===== src/rtl/morra_pkg.sv =====
// Shared codes and FSM states for the Morra Cinese scoreboard.
package morra_pkg;

  localparam logic [1:0] ESITO_NULLO    = 2'b00;
  localparam logic [1:0] ESITO_PRIMO    = 2'b01;
  localparam logic [1:0] ESITO_SECONDO  = 2'b10;
  localparam logic [1:0] ESITO_PAREGGIO = 2'b11;

  typedef enum logic [1:0] {
    ATTESA,
    GIOCO,
    FINE
  } stato_t;

endpackage


===== src/rtl/contatore_sat.sv =====
// Saturating up-counter with synchronous clear and async reset.
module contatore_sat #(
  parameter int W = 8
) (
  input  logic         clk,
  input  logic         rst,
  input  logic         clr,
  input  logic         inc,
  output logic [W-1:0] q
);

  always_ff @(posedge clk or posedge rst) begin
    if (rst)
      q <= '0;
    else if (clr)
      q <= '0;
    else if (inc && (q != {W{1'b1}}))
      q <= q + W'(1);
  end

endmodule


===== src/rtl/morra_tabellone.sv =====
// Game scoreboard: round count, cumulative tallies and a
// one-entry result buffer offered to a logger via valid/ack.
module morra_tabellone
  import morra_pkg::*;
#(
  parameter int CW = 8,
  parameter int RW = 5
) (
  input  logic          clk,
  input  logic          rst,
  input  logic          INIZIO,
  input  logic [1:0]    MANCHE,
  input  logic [1:0]    PARTITA,
  input  logic          RIS_ACK,
  output logic [CW-1:0] VITTORIE_PRIMO,
  output logic [CW-1:0] VITTORIE_SECONDO,
  output logic [CW-1:0] PAREGGI,
  output logic [RW-1:0] MANCHE_GIOCATE,
  output logic          RIS_VALID,
  output logic [1:0]    RIS_ESITO,
  output logic [RW-1:0] RIS_MANCHE,
  output logic          PERSO
);

  stato_t        stato;
  stato_t        stato_nx;
  logic          gioca;
  logic          tick;
  logic          fine;
  logic [RW-1:0] manche_fin;

  always_ff @(posedge clk or posedge rst) begin
    if (rst)
      stato <= ATTESA;
    else
      stato <= stato_nx;
  end

  always_comb begin
    stato_nx = stato;
    gioca    = (stato == GIOCO) && !INIZIO;
    tick     = gioca && (MANCHE != ESITO_NULLO);
    fine     = gioca && (PARTITA != ESITO_NULLO);
    if (INIZIO)
      stato_nx = GIOCO;
    else if (fine)
      stato_nx = FINE;
  end

  // A round sampled together with the game end belongs to that game.
  always_comb begin
    manche_fin = MANCHE_GIOCATE;
    if (tick && (MANCHE_GIOCATE != {RW{1'b1}}))
      manche_fin = MANCHE_GIOCATE + RW'(1);
  end

  contatore_sat #(.W(RW)) u_manche (
    .clk (clk),
    .rst (rst),
    .clr (INIZIO),
    .inc (tick),
    .q   (MANCHE_GIOCATE)
  );

  contatore_sat #(.W(CW)) u_primo (
    .clk (clk),
    .rst (rst),
    .clr (1'b0),
    .inc (fine && (PARTITA == ESITO_PRIMO)),
    .q   (VITTORIE_PRIMO)
  );

  contatore_sat #(.W(CW)) u_secondo (
    .clk (clk),
    .rst (rst),
    .clr (1'b0),
    .inc (fine && (PARTITA == ESITO_SECONDO)),
    .q   (VITTORIE_SECONDO)
  );

  contatore_sat #(.W(CW)) u_pareggi (
    .clk (clk),
    .rst (rst),
    .clr (1'b0),
    .inc (fine && (PARTITA == ESITO_PAREGGIO)),
    .q   (PAREGGI)
  );

  // Free slot or same-edge ack reloads; otherwise the result is lost.
  always_ff @(posedge clk or posedge rst) begin
    if (rst) begin
      RIS_VALID  <= 1'b0;
      RIS_ESITO  <= ESITO_NULLO;
      RIS_MANCHE <= '0;
      PERSO      <= 1'b0;
    end else if (fine) begin
      if (!RIS_VALID || RIS_ACK) begin
        RIS_VALID  <= 1'b1;
        RIS_ESITO  <= PARTITA;
        RIS_MANCHE <= manche_fin;
      end else begin
        PERSO <= 1'b1;
      end
    end else if (RIS_VALID && RIS_ACK) begin
      RIS_VALID <= 1'b0;
    end
  end

endmodule


===== config.mk =====
export PLATFORM = sky130hd
export DESIGN_NAME = morra_tabellone
export DESIGN_NICKNAME = d
export VERILOG_FILES = /design/src/rtl/morra_pkg.sv /design/src/rtl/contatore_sat.sv /design/src/rtl/morra_tabellone.sv
export SDC_FILE = /design/constraint.sdc
export NUM_CORES = 1
export LEC_CHECK = 0
export CELL_PAD_IN_SITES_DETAIL_PLACEMENT = 2
export CELL_PAD_IN_SITES_GLOBAL_PLACEMENT = 2
export CORE_ASPECT_RATIO = 1.5
export CORE_MARGIN = 5
export CORE_UTILIZATION = 35
export DETAILED_ROUTE_END_ITERATION = 8
export HOLD_SLACK_MARGIN = 0.05
export MAX_ROUTING_LAYER = met4
export PLACE_DENSITY_LB_ADDON = 0.12
export SETUP_SLACK_MARGIN = 0.1
export SYNTH_ARGS = -nofsm -noshare
export SYNTH_HDL_FRONTEND = slang
export SYNTH_HIERARCHICAL = 1
export SYNTH_SLANG_ARGS = --single-unit

===== constraint.sdc =====
create_clock -name clk -period 4.47 [get_ports clk]
set_input_delay 0.6705 -clock clk [delete_from_list [all_inputs] [get_ports clk]]
set_output_delay 0.6705 -clock clk [all_outputs]
set_load 0.05 [all_outputs]

==> out/results.txt <==
The flow ran to the end, and the final reports show no timing, DRC or antenna violations. Startpoint of the tightest hold check path: PERSO. The CTS clock-pin slew for the worst setup and hold paths is 0.08 ns, and the total DRC errors in the routed layout is 0. Hold is met by 0.496 ns.

The master cell of the clock root buffer was clkbuf_8. The routed design has 6.55 mm of wire. From left edge to right edge, the die measures 77.3 um. For this run, the detailed router's first-pass iteration total came to 4.

Using the TritonRoute via totals, the vias-per-cell ratio works out to 5.57. Net switching is 36.3% of the power. Walking the worst path, the cells encountered are clkdlybuf4s50_1 -> nor3b_1 -> buf_4 -> nand2_1 -> nor2_1 -> nand4_1 -> a211oi_2 -> mux2_4. For the slack of the worst reg-to-reg path, the log shows 2.30 ns. The number of buffers and inverters on the critical path came out at 2. Setup violations remaining at the end of the flow were counted as 0. Clock group share of total power: 25.8%. The worst pin sits at a relative slew slack of 66.0%. For the number of clock sinks, the log shows 40.

After legalization and detailed placement, the total HPWL measured 5.18 mm. TritonCTS created 5 clock buffers. In this run the worst hold path is classified as reg -> reg.

Once the floorplan was initialized, standard cells occupied 36.1% of the core. The floorplan has 36 rows. The run gives 0 as the max-capacitance violation count. The stage delay of the slowest cell on the critical path was 0.55 ns. Of all nets on the critical path, the largest fanout is 14. Post-CTS repair changed the size of 0 cells. Setup repair after global routing left no endpoint under its margin. The run gives 0.00658 mm^2 as the placeable core area.

Tracing the worst setup path back leads to its startpoint at INIZIO. The class of the most critical setup path is in -> reg. Hold repair after CTS inserted 0 buffers.

A synthesized cell averages 9.95 um^2. The synthesis-stage register bit count works out to 40. In this run the power spent charging and discharging nets is 0.000356 W.

Dividing total power by cell area gives a power density of 331 mW/mm^2. The run gives 0.757 as the final weighted congestion of routability-driven global placement. For the routed via count, the log shows 2010. STA classifies the critical path startpoint as an input port. The H-tree was split into 2 levels. After synthesis, the netlist uses 45 different library cells. Combinational logic is responsible for 30.6% of the overall power. STA classifies the critical path endpoint as a register. The share of total power dissipated in sequential elements is 43.6%. The fraction of layout cells with a size suffix above 1 is 13.3%, and the number of nets in the final layout is 299. The post-detailed-route wirelength per cell was 18.1 um; the buffer depth of the longest clock path was 2.

For the worst-skew pair, the clock arrives at the later sink with an insertion delay of 0.29 ns. Across the VDD grid, the largest voltage drop is 0.153 mV. The global-route wire length before repair was 11.4 mm. The logs give 46 for the number of I/O pins and 15 for the maximum number of pins on one net before global-route repair. The cell area that synthesis handed to floorplanning was 0.00238 mm^2. The pin slew with the least headroom to its limit works out to 0.508 ns. The predominant post-synthesis flop cell was dfrtp_1. The final worst clock skew is 0.00457 ns, and the internal power is 0.000626 W. Fill cells in the final layout number 719.

The area growth from synthesis to layout is 24.8%. The minimum clock period after layout came out at 2.75 ns. For this run, the number of Yosys warnings is 6. Once detail routing completed, the nets flagged for antenna violations numbered 0. The antenna cell count is 0, and the global routing usage summed across all routing layers is 16.8%. The die covers 0.00857 mm^2. The register area share after synthesis is 42.1%.

The count of endpoints failing hold in the final timing report is 0, and the required time of the critical path is 4.65 ns. The number of pins with negative max-slew slack in the final report was 0. The share of synthesized flip-flops with an asynchronous set or reset was 100%; the arrival time of the worst setup path was 2.93 ns. The via count of the first global-routing pass was 2228; the highest achievable clock rate was 364 MHz. Reg-to-reg critical path startpoint: stato[1]. The synthesized design contains 0 enable-type register cells. After technology mapping, the gate count stands at 239. The die is 111 um tall. Post-CTS timing repair inserted 0 buffers for setup. The worst path uses 61.5% of the clock period. TritonCTS built the clock tree. The number of buffers inserted by port buffering was 45. Global routing finished with a remaining overflow of 0. For this block, the initial DRC count from the detailed router was 31.

The cell family contributing the most delay on the critical path is simple AND/OR/NAND/NOR gates. Summed over all cells, the static leakage comes to 1.27 nW. The slowest stage of the critical path belongs to the cell clkdlybuf4s50_1. The initial antenna violation count was 0. The run gives 0 ns as the final sum of negative setup slack.
-- path summary, 6_finish.rpt --
path                            endpoint  cells past startpoint
max                         u_primo/q[5]                      8
min                                PERSO                      1
max reg2reg                 u_primo/q[5]                      7
min reg2reg                        PERSO                      1
max in group asynchronous          PERSO                      2
min in group asynchronous  u_manche/q[2]                      2
-- cells in the mapped netlist, types with 2 or more instances --
library cell / number / area share (%)
dfrtp_1: 40 / 42
nand2_1: 20 / 3.2
nor2_1: 18 / 2.8
mux2_4: 12 / 7.6
nand3_1: 12 / 2.5
nor2b_1: 12 / 3.2
a31oi_1: 10 / 2.6
inv_1: 10 / 1.6
a21oi_1: 9 / 1.9
and3_1: 7 / 1.8
ha_1: 7 / 3.7
a21oi_2: 6 / 2.2
nand4_1: 6 / 1.6
o21ai_0: 6 / 1.3
clkbuf_1: 5 / 0.79
o21bai_1: 5 / 1.6
nand2b_1: 4 / 1.1
a211oi_2: 3 / 1.6
a21boi_2: 3 / 1.4
and2b_1: 3 / 0.95
and4_1: 3 / 1.1
buf_6: 3 / 1.4
mux2i_1: 3 / 1.3
nand4b_1: 3 / 1.1
nor3_1: 3 / 0.63
o211a_1: 3 / 1.3
o311a_1: 3 / 1.3
a21bo_2: 2 / 0.84
or3_1: 2 / 0.53
-- power by group through the flow --
| stage | clock [W] | combinational, W | sequential, W |
|---|---|---|---|
| global placement | 0 | 0.000298 | 0.000434 |
| detailed placement | 0 | 0.000303 | 0.000436 |
| finish | 0.000254 | 0.000300 | 0.000428 |
| CTS | 0.000265 | 0.000304 | 0.000429 |
| global route | 0.000282 | 0.000319 | 0.000435 |
| floorplan | 0 | 0.0000805 | 0.000546 |
-- stage by stage --
| step | utilization (%) | instance area, um^2 | cells | total power, W | setup slack (ns) |
|---|---|---|---|---|---|
| finish | 45.1 | 2970 | 361 | 0.000982 | 1.72 |
| CTS | 45.1 | 2970 | 361 | 0.000997 | 1.72 |
| detailed placement | 43.7 | 2880 | 353 | 0.000738 | 1.42 |
| floorplan | - | 2380 | 241 | 0.000626 | 1.99 |
| global placement | 43.7 | 2880 | 353 | 0.000732 | 1.58 |
| global route | 45.1 | 2970 | 361 | 0.00104 | 1.46 |
-- layout by cell type, fill, tap and decap left out, types with 7 or more instances in the layout --
cell / instances
and3_1: 7
a31oi_1: 10
inv_1: 10
mux2_4: 12
clkdlybuf4s50_1: 45
a21oi_1: 9
nand2_1: 20
nor2_1: 18
dfrtp_1: 40
nor2b_1: 12
nand3_1: 12
ha_1: 7
-- layout make-up --
cell class / count / area [um^2] / area share (%)
multi-input cells: 181 / 1280 / 43.3
flip-flops and latches: 40 / 1000 / 33.7
repair buffers: 46 / 458 / 15.4
well taps: 76 / 95.1 / 3.21
clock buffers: 8 / 90.1 / 3.04
inverters: 10 / 37.5 / 1.27
-- flip-flops by register name (all words and copies together), names as in the netlist --
register / flops
u_pareggi/q: 8
RIS_VALID: 1
RIS_ESITO: 2
u_manche/q: 5
u_primo/q: 8
RIS_MANCHE: 5
u_secondo/q: 8
PERSO: 1
stato: 2
-- routing by layer --
metal,GRT usage [%],wire length [um],vias up
li1,-,-,946
met1,19.4,2700,1027
met2,29.6,3590,32
met3,2.60,176,5
met4,4.47,85,0
met5,-,0,-
-- kinds of logic (layout without fill, tap and decap cells) --
| family | after synthesis | after routing | share of synthesized area, % |
|---|---|---|---|
| flops | 40 | 40 | 42.1 |
| fa+ha+maj | 7 | 7 | 3.68 |
| mux | 15 | 15 | 8.84 |
| xor+xnor | 2 | 2 | 0.737 |
| compound gates | 53 | 53 | 17.0 |
| buf+inv | 20 | 64 | 4.16 |
| simple gates | 101 | 101 | 23.3 |
| other cells | 1 | 3 | 0.158 |
Note: power is estimated with default switching activity, not from simulation.
==> edit (same flow settings) <==
The parameter `RW` goes from 5 to 6.
--- a/src/rtl/morra_tabellone.sv
+++ b/src/rtl/morra_tabellone.sv
@@ -4,7 +4,7 @@
   import morra_pkg::*;
 #(
   parameter int CW = 8,
-  parameter int RW = 5
+  parameter int RW = 6
 ) (
   input  logic          clk,
   input  logic          rst,
Interface: changed (resized MANCHE_GIOCATE and RIS_MANCHE); port bits go from 46 to 48. The function was not compared with the original's and may differ.
==> edit against the original RTL <==
  * Wire length grew 2.0%
  * Sequential power increased by 5.6%
  * Non-clock buffer count is 1 higher
  * Count of clock-buffer cells in the layout unchanged
  * Setup slack got worse by 80 ps
  * Total power grew 9.0%
  * Sequential cell count rose by 2
  * Cell area increased by 5.7%
  * Clock power grew 17%
  * Largest power group unchanged
  * Synthesized area increased by 5.9%
==> edit: results (changes against the original RTL) <==
- Routed Wire Length: 6682 µm (was 6549 µm)
- HP Start: stato[0]$_DFFE_PP0P_ (was PERSO$_DFFE_PP0P_)
- Largest stage delay, worst path: 610 ps (was 550 ps)
- R2r setup slk: 2270 ps (was 2300 ps)
- Initial drt markers: 44 (was 31)
- Hold Slack: 490.4 ps (was 495.6 ps)
- Met2 usage: 0.2857 (was 0.2964)
- Distinct cells, synth: 46 (was 45)
- Met1 Use GR: 0.1912 (was 0.1945)
- RD Place Congestion: 0.7734 (was 0.7565)
- Grt met3 use: 0.02923 (was 0.02602)
- Pin count of the biggest net entering global routing: 13 (was 15)
- Worst path arrival time: 3020 ps (was 2930 ps)
- HPWL after detailed placement: 5029 µm (was 5176 µm)
- R2r endpoint: u_secondo/q[5]$_DFFE_PP0P_ (was u_primo/q[5]$_DFFE_PP0P_)
- Post-Route M1 WL: 2883 µm (was 2697 µm)
- Sequential area share after synthesis: 0.4175 (was 0.4211)
- NumNets Final: 312 (was 299)
- Drt pass-1 iters: 4 (unchanged)
- DR WL met2: 3559 µm (was 3589 µm)
- Switching share of power: 0.3623 (was 0.3628)
- Fraction of synthesized cell area in xor and xnor cells: 0.01392 (was 0.007368)
- Outcome: complete, no violations (unchanged)
- Worst vdd ir: 0.1715 mV (was 0.1532 mV)
- Global-route wire length before repair: 11290 µm (was 11420 µm)
- Power Clock: 0.000298 W (was 0.000254 W)
- Post-Synth Adder-Cell Area: 0.02485 (was 0.03684)
- Cell Count Post-Placement: 372 (was 353)
- Seq. pwr: 0.000452 W (was 0.000428 W)
- Reg power frac: 0.422 (was 0.436)
- Lkg Pwr: 1.317 nW (was 1.270 nW)
- WL met3: 165 µm (was 176 µm)
- Multiplexer area fraction after synthesis: 0.09543 (was 0.08842)
- Ranking of synthesized cells by area: dfrtp_1 (42%), mux2_4 (7.2%), nand2_1 (3.4%) (was dfrtp_1 (42%), mux2_4 (7.6%), ha_1 (3.7%))
- Tot GR Track Use: 0.1624 (was 0.1676)
- Vias in the first global route: 2255 (was 2228)
- Vias: 2089 (was 2010)
- Hold worst-path end: stato[0]$_DFFE_PP0P_ (was PERSO$_DFFE_PP0P_)
- Most frequent cells after synthesis: dfrtp_1 (42), nand2_1 (23), nor2_1 (21) (was dfrtp_1 (40), nand2_1 (20), nor2_1 (18))
- Routed len/inst: 17.58 µm (was 18.14 µm)
- Compound-Gate Fraction of Synth Area: 0.1551 (was 0.1700)
- Port Buffers: 47 (was 45)
- Clk_skew: 1.641 ps (was 4.574 ps)
- Mapped Cells: 252 (was 239)
- Max FO, Critical Path: 10 (was 14)
- Resized cells post-CTS: 0 (unchanged)
- FF-to-FF path depth: 6 (was 7)
## edit: worst max path at each step
stage                      start                         end  slack [ps]
after global routing      INIZIO  u_secondo/q[5]$_DFFE_PP0P_        1470
after CTS                 INIZIO  u_secondo/q[5]$_DFFE_PP0P_        1640
final                     INIZIO  u_secondo/q[5]$_DFFE_PP0P_        1640
after floorplan           INIZIO  u_secondo/q[5]$_DFFE_PP0P_        2320
after global placement    INIZIO  u_secondo/q[5]$_DFFE_PP0P_        1420
after detailed placement  INIZIO  u_secondo/q[5]$_DFFE_PP0P_        1310
## edit: layout make-up
cell class,count,area (µm²)
multi-input combinational,191,1360
sequential,42,1051
tap,80,100.1
clock buffer,8,110.1
inverter,12,45.04
fill,773,3995
timing repair buffer,47,470.5
## edit: metrics by stage
step                      area [µm²]  setup slack [ps]
after global routing            3137              1471
after CTS                       3137              1636
after detailed placement        3027              1314
after global placement          3027              1419
after floorplan                 2525              2316
final                           3137              1641
